[config.mk]
export PLATFORM = sky130hd
export DESIGN_NAME = fifo_uart_tx
export DESIGN_NICKNAME = d
export VERILOG_FILES = /design/src/rtl/fifo_uart_tx.sv
export SDC_FILE = /design/constraint.sdc
export NUM_CORES = 1
export LEC_CHECK = 0
export ABC_AREA = 1
export BUFFER_PORTS_ARGS = -buffer_cell sky130_fd_sc_hd__buf_4
export CAP_MARGIN = 0
export CELL_PAD_IN_SITES_DETAIL_PLACEMENT = 1
export CELL_PAD_IN_SITES_GLOBAL_PLACEMENT = 2
export CORE_ASPECT_RATIO = 1.75
export CORE_MARGIN = 4
export CORE_UTILIZATION = 31
export DETAILED_ROUTE_END_ITERATION = 6
export PLACE_DENSITY = 0.83
export SLEW_MARGIN = 30
export SYNTH_ARGS = -nofsm -noshare
export SYNTH_HDL_FRONTEND = slang
export SYNTH_SLANG_ARGS = --single-unit
export TNS_END_PERCENT = 100
[constraint.sdc]
create_clock -name clk -period 1.5 [get_ports clk]
set_input_delay 0.3 -clock clk [delete_from_list [all_inputs] [get_ports clk]]
set_output_delay 0.3 -clock clk [all_outputs]
set_load 0.01 [all_outputs]
[src/rtl/fifo_uart_tx.sv]
// FIFO drain stage: pops one word per frame and serialises it onto a UART-style TX line
// (start bit, WIDTH data bits LSB first, optional parity, 1 or 2 stop bits).
module fifo_uart_tx #(
  parameter int WIDTH        = 8,
  parameter int CLKS_PER_BIT = 16,
  parameter int PARITY_EN    = 0,
  parameter int PARITY_ODD   = 0,
  parameter int STOP_BITS    = 1
) (
  input  logic             clk,
  input  logic             res,
  input  logic             enable,
  input  logic             empty,
  input  logic [WIDTH-1:0] rdata,
  output logic             rd_en,
  output logic             tx,
  output logic             busy,
  output logic             frame_done
);

  localparam int CW = (CLKS_PER_BIT > 2) ? $clog2(CLKS_PER_BIT) : 1;
  localparam int BW = $clog2(WIDTH + 1);
  localparam logic [CW-1:0] BAUD_RELOAD = CW'(CLKS_PER_BIT - 1);
  localparam logic [BW-1:0] LAST_DATA   = BW'(WIDTH - 1);
  localparam logic [BW-1:0] LAST_STOP   = BW'(STOP_BITS - 1);
  localparam logic          ODD_INV     = (PARITY_ODD != 0);

  typedef enum logic [2:0] {
    IDLE, FETCH, LOAD, START, DATA, PARITY, STOP
  } state_e;

  state_e           state_q, state_d;
  logic [WIDTH-1:0] shift_q, shift_d;
  logic [CW-1:0]    baud_q, baud_d;
  logic [BW-1:0]    bit_q, bit_d;
  logic             parity_q, parity_d;
  logic             tx_q, tx_d;
  logic             baud_tick;
  logic             can_start;

  assign baud_tick = (baud_q == '0);
  assign can_start = enable & ~empty;

  // NOTE: every _d gets its hold value first so no path through the case leaves a latch.
  always_comb begin
    state_d  = state_q;
    shift_d  = shift_q;
    baud_d   = baud_q;
    bit_d    = bit_q;
    parity_d = parity_q;

    unique case (state_q)
      IDLE:  if (can_start) state_d = FETCH;
      FETCH: state_d = LOAD;
      LOAD: begin
        shift_d  = rdata;
        parity_d = (^rdata) ^ ODD_INV;
        baud_d   = BAUD_RELOAD;
        bit_d    = '0;
        state_d  = START;
      end
      START: begin
        if (baud_tick) begin
          baud_d  = BAUD_RELOAD;
          state_d = DATA;
        end else begin
          baud_d = baud_q - CW'(1);
        end
      end
      DATA: begin
        if (baud_tick) begin
          shift_d = shift_q >> 1;
          baud_d  = BAUD_RELOAD;
          if (bit_q == LAST_DATA) begin
            bit_d   = '0;
            state_d = (PARITY_EN != 0) ? PARITY : STOP;
          end else begin
            bit_d = bit_q + BW'(1);
          end
        end else begin
          baud_d = baud_q - CW'(1);
        end
      end
      PARITY: begin
        if (baud_tick) begin
          baud_d  = BAUD_RELOAD;
          bit_d   = '0;
          state_d = STOP;
        end else begin
          baud_d = baud_q - CW'(1);
        end
      end
      STOP: begin
        if (baud_tick) begin
          if (bit_q == LAST_STOP) begin
            bit_d   = '0;
            state_d = can_start ? FETCH : IDLE;
          end else begin
            bit_d  = bit_q + BW'(1);
            baud_d = BAUD_RELOAD;
          end
        end else begin
          baud_d = baud_q - CW'(1);
        end
      end
      default: state_d = IDLE;
    endcase

    // tx is registered from the next state so the line changes on the state entry edge.
    unique case (state_d)
      START:   tx_d = 1'b0;
      DATA:    tx_d = shift_d[0];
      PARITY:  tx_d = parity_d;
      default: tx_d = 1'b1;
    endcase
  end

  // NOTE: state updates use non-blocking assignments so every flop samples pre-edge values.
  always_ff @(posedge clk or posedge res) begin
    if (res) begin
      state_q  <= IDLE;
      shift_q  <= '0;
      baud_q   <= '0;
      bit_q    <= '0;
      parity_q <= 1'b0;
      tx_q     <= 1'b1;
    end else begin
      state_q  <= state_d;
      shift_q  <= shift_d;
      baud_q   <= baud_d;
      bit_q    <= bit_d;
      parity_q <= parity_d;
      tx_q     <= tx_d;
    end
  end

  assign tx         = tx_q;
  assign rd_en      = (state_q == FETCH);
  assign busy       = (state_q != IDLE);
  assign frame_done = (state_q == STOP) && baud_tick && (bit_q == LAST_STOP);

endmodule

==> flow_metrics.tcl <==
set metrics [dict create \
    vias 1387 \
    start_util_pct 32.1 \
    finalSetupViolCount 3 \
    top_layer "met4" \
    final_critical_path_setup_slack_ps -144 \
    leakage_nw 1.01 \
    dp_slack_ps -222 \
    die_w_um 59.3 \
    final.period_utilization_pct 110 \
    count_of_synthesis_stage_warnings_from_yosys 0 \
    flip_flop_and_latch_count_after_synthesis 21 \
    design.die.area_um2 5790 \
    via_count_of_the_first_global_routing_pass 1605 \
    multiInputGateArea_um2 945 \
    synth.yosys.seq_area_share_pct 37.0 \
    worst_ep_required_time_ps 1200 \
    seqCellArea_um2 531 \
    routability_congestion 0.797 \
    relSlewSlack_pct 75.8 \
    floorplan.die.height_um 97.7 \
    grt_usage_pct 15.3 \
    crit_path_max_fanout 5 \
    grt_setup_unrepaired "yes" \
    initial_antenna_violation_count 0 \
    ant_nets 0 \
    cts_max_level 1 \
    synth-edff-count 0 \
    critical_path.startpoint_type "flip-flop" \
    synthesized_net_count 194 \
    post_drt_wl_per_cell_um 14.9 \
    tritoncts_clock_tree "yes" \
    grt_pass1_wl_um 6950 \
    synth_cell_type_count 33 \
    most_common_cell_in_the_netlist "sky130_fd_sc_hd__nand2_1" \
    fillerInstances 542 \
    fin_total_pwr_mw 1.09 \
    syn-mean-instance-area_um2 7.96 \
    mappedNetlistArea_um2 1430 \
    timing.final.hold_violations 0 \
    ctsHoldBuffers 0 \
    drv.max_cap_violation_count 0 \
    cp_data_arrival_time_ps 1340 \
    post-dp-hpwl_um 3330 \
    drt_first_iter_violations 15 \
    fmaxAchievable_ghz 0.608 \
    status "finished, violations left" \
    grt_start_max_net_pins 22 \
    worst_pin_slew_ps 359 \
    globalRouteOverflowTotal 0 \
    site_rows 32 \
    synthFlopType "sky130_fd_sc_hd__dfrtp_1" \
    antenna_cells 0 \
    synth_commonest_cells "sky130_fd_sc_hd__nand2_1, sky130_fd_sc_hd__dfrtp_1, sky130_fd_sc_hd__inv_1" \
    design.core.area_um2 4440 \
    cts_made_buffers 3 \
    syn2layout_area_growth_pct 43.5 \
    netlist.area_leader.share_pct 35.1 \
    syn_inst 179 \
    timing.critical_path.to_type "output port" \
    wl_met1_um 1340 \
    wire_length_reported_by_the_detailed_router_um 4150 \
    asyncSetResetFlopFracSynth_pct 100 \
    layout.nets 243 \
    clock_tree.buffer_depth 2 \
    synth_top_area_cell "sky130_fd_sc_hd__dfrtp_1" \
    io-pin-count 16 \
    post-route-min-period_ps 1640 \
    port-buffer-count 15 \
    clkTransAtPathRegs_ps 70 \
    viasPerCell 4.99 \
    hp-class "in -> async" \
    detail_route.first_pass.iterations 4 \
    clkLatencyLatePin_ps 260 \
    finClkSkew_ps 2.43 \
    clk_root_buffer_cell "sky130_fd_sc_hd__clkbuf_8" \
    vdd.ir_drop.worst_uv 422 \
    power-per-cell-area_nw_per_um2 531 \
    detail_route.drc_violations 0 \
    route.met3.wl_um 86 \
    synth_top_area_cells "sky130_fd_sc_hd__dfrtp_1, sky130_fd_sc_hd__nand2_1, sky130_fd_sc_hd__inv_1, sky130_fd_sc_hd__nand3_1, sky130_fd_sc_hd__a22oi_1" \
    route.met2.wl_um 2630 \
    criticalPathCategory "reg -> out" \
    clock_sinks 21 \
    failed_checks "negative setup slack" \
    drv_slew 0 \
    final_layout_size_suffix_gt1_share_pct 47.6 \
]
-- area by class of cell --
| class | count | area share (%) |
|---|---|---|
| flip-flops and latches | 21 | 25.9 |
| inverters | 23 | 4.34 |
| repair buffers | 46 | 18.2 |
| well taps | 51 | 3.12 |
| multi-input cells | 133 | 46.2 |
| clock buffers | 4 | 2.20 |
-- path summary, 6_finish.rpt --
path	from	end	slack [ps]	cells past startpoint
max in group asynchronous	res	tx$_DFF_PP1_	1150	3
min	res	baud_q[2]$_DFFE_PP0P_	80	3
max	state_q[0]$_DFF_PP0_	frame_done	-140	6
min reg2reg	shift_q[2]$_DFFE_PP0P_	shift_q[2]$_DFFE_PP0P_	500	2
max reg2reg	baud_q[0]$_DFFE_PP0P_	tx$_DFF_PP1_	-100	9
min in group clk	rdata[7]	shift_q[7]$_DFFE_PP0P_	310	2
-- logic make-up (layout without fill, tap and decap cells) --
family	Yosys count	in the layout	synth area share, %
AO/OA/AOI/OAI	27	27	12.2
XOR/XNOR	10	10	6.15
adder cells (fa/ha/maj)	3	3	2.63
buffers and inverters	25	73	7.81
flip-flops	21	21	37.0
AND/OR/NAND/NOR	93	93	34.2
-- metrics by stage --
step                      hold slack, ps  utilization, %  instance area, µm²  cells  setup TNS [ps]
after detailed placement             370            39.4                1750    263            -909
after global routing                 112            46.0                2050    278            -843
after global placement               352            39.4                1750    263            -225
final                               78.6            46.0                2050    278            -256
after CTS                           84.4            43.3                1930    272            -347
after floorplan                      276               -                1440    179               0
-- power by group --
part	switching, mW	leakage [nW]	total, mW	internal, mW
registers	0.00685	0.260	0.590	0.583
clock network	0.181	0.0228	0.370	0.189
logic	0.0677	0.727	0.126	0.0578
total	0.256	1.01	1.09	0.830
-- state kept, by name, indices dropped and copies added, names as in the netlist --
| name | count |
|---|---|
| baud_q | 4 |
| bit_q | 4 |
| tx | 1 |
| state_q | 3 |
| shift_q | 8 |
| parity_q | 1 |
-- worst max-delay path, stage by stage, from the launching register on --
cell	delay (ps)
sky130_fd_sc_hd__dfrtp_2	470
sky130_fd_sc_hd__inv_2	100
sky130_fd_sc_hd__nand2_4	70
sky130_fd_sc_hd__nor2_4	180
sky130_fd_sc_hd__nand3_4	110
sky130_fd_sc_hd__inv_2	60
sky130_fd_sc_hd__buf_6	90
-- timing repair --
action / 4_1_cts / 5_1_grt
pin swaps: 10 / 8
endpoints found under the setup margin: 14 / 20
buffers inserted: 5 / 6
gates resized for setup: 28 / 21
-- placed cells by master, fill, tap and decap left out, types with 5 or more instances in the layout --
master                    Yosys  routed
sky130_fd_sc_hd__nand2_4      2       5
sky130_fd_sc_hd__nand3_2      4       6
sky130_fd_sc_hd__a22oi_1      7       7
sky130_fd_sc_hd__xor2_1       6       6
sky130_fd_sc_hd__buf_4        0      41
sky130_fd_sc_hd__nor2_1      12       8
sky130_fd_sc_hd__inv_2        3      10
sky130_fd_sc_hd__dfrtp_1     20      17
sky130_fd_sc_hd__o21ai_0      8       5
sky130_fd_sc_hd__nor2_4       3       7
sky130_fd_sc_hd__nand2_1     46      40
sky130_fd_sc_hd__nand2_2      4       7
sky130_fd_sc_hd__nand3_1     12       8
sky130_fd_sc_hd__inv_1       19      12
-- per-layer routing --
metal	track usage [%]	up-vias
met3	1.73	11
met4	5.76	0
met5	0	-
met2	31.6	19
met1	13.6	676
li1	-	681
Power figures use the tool's default switching activity.
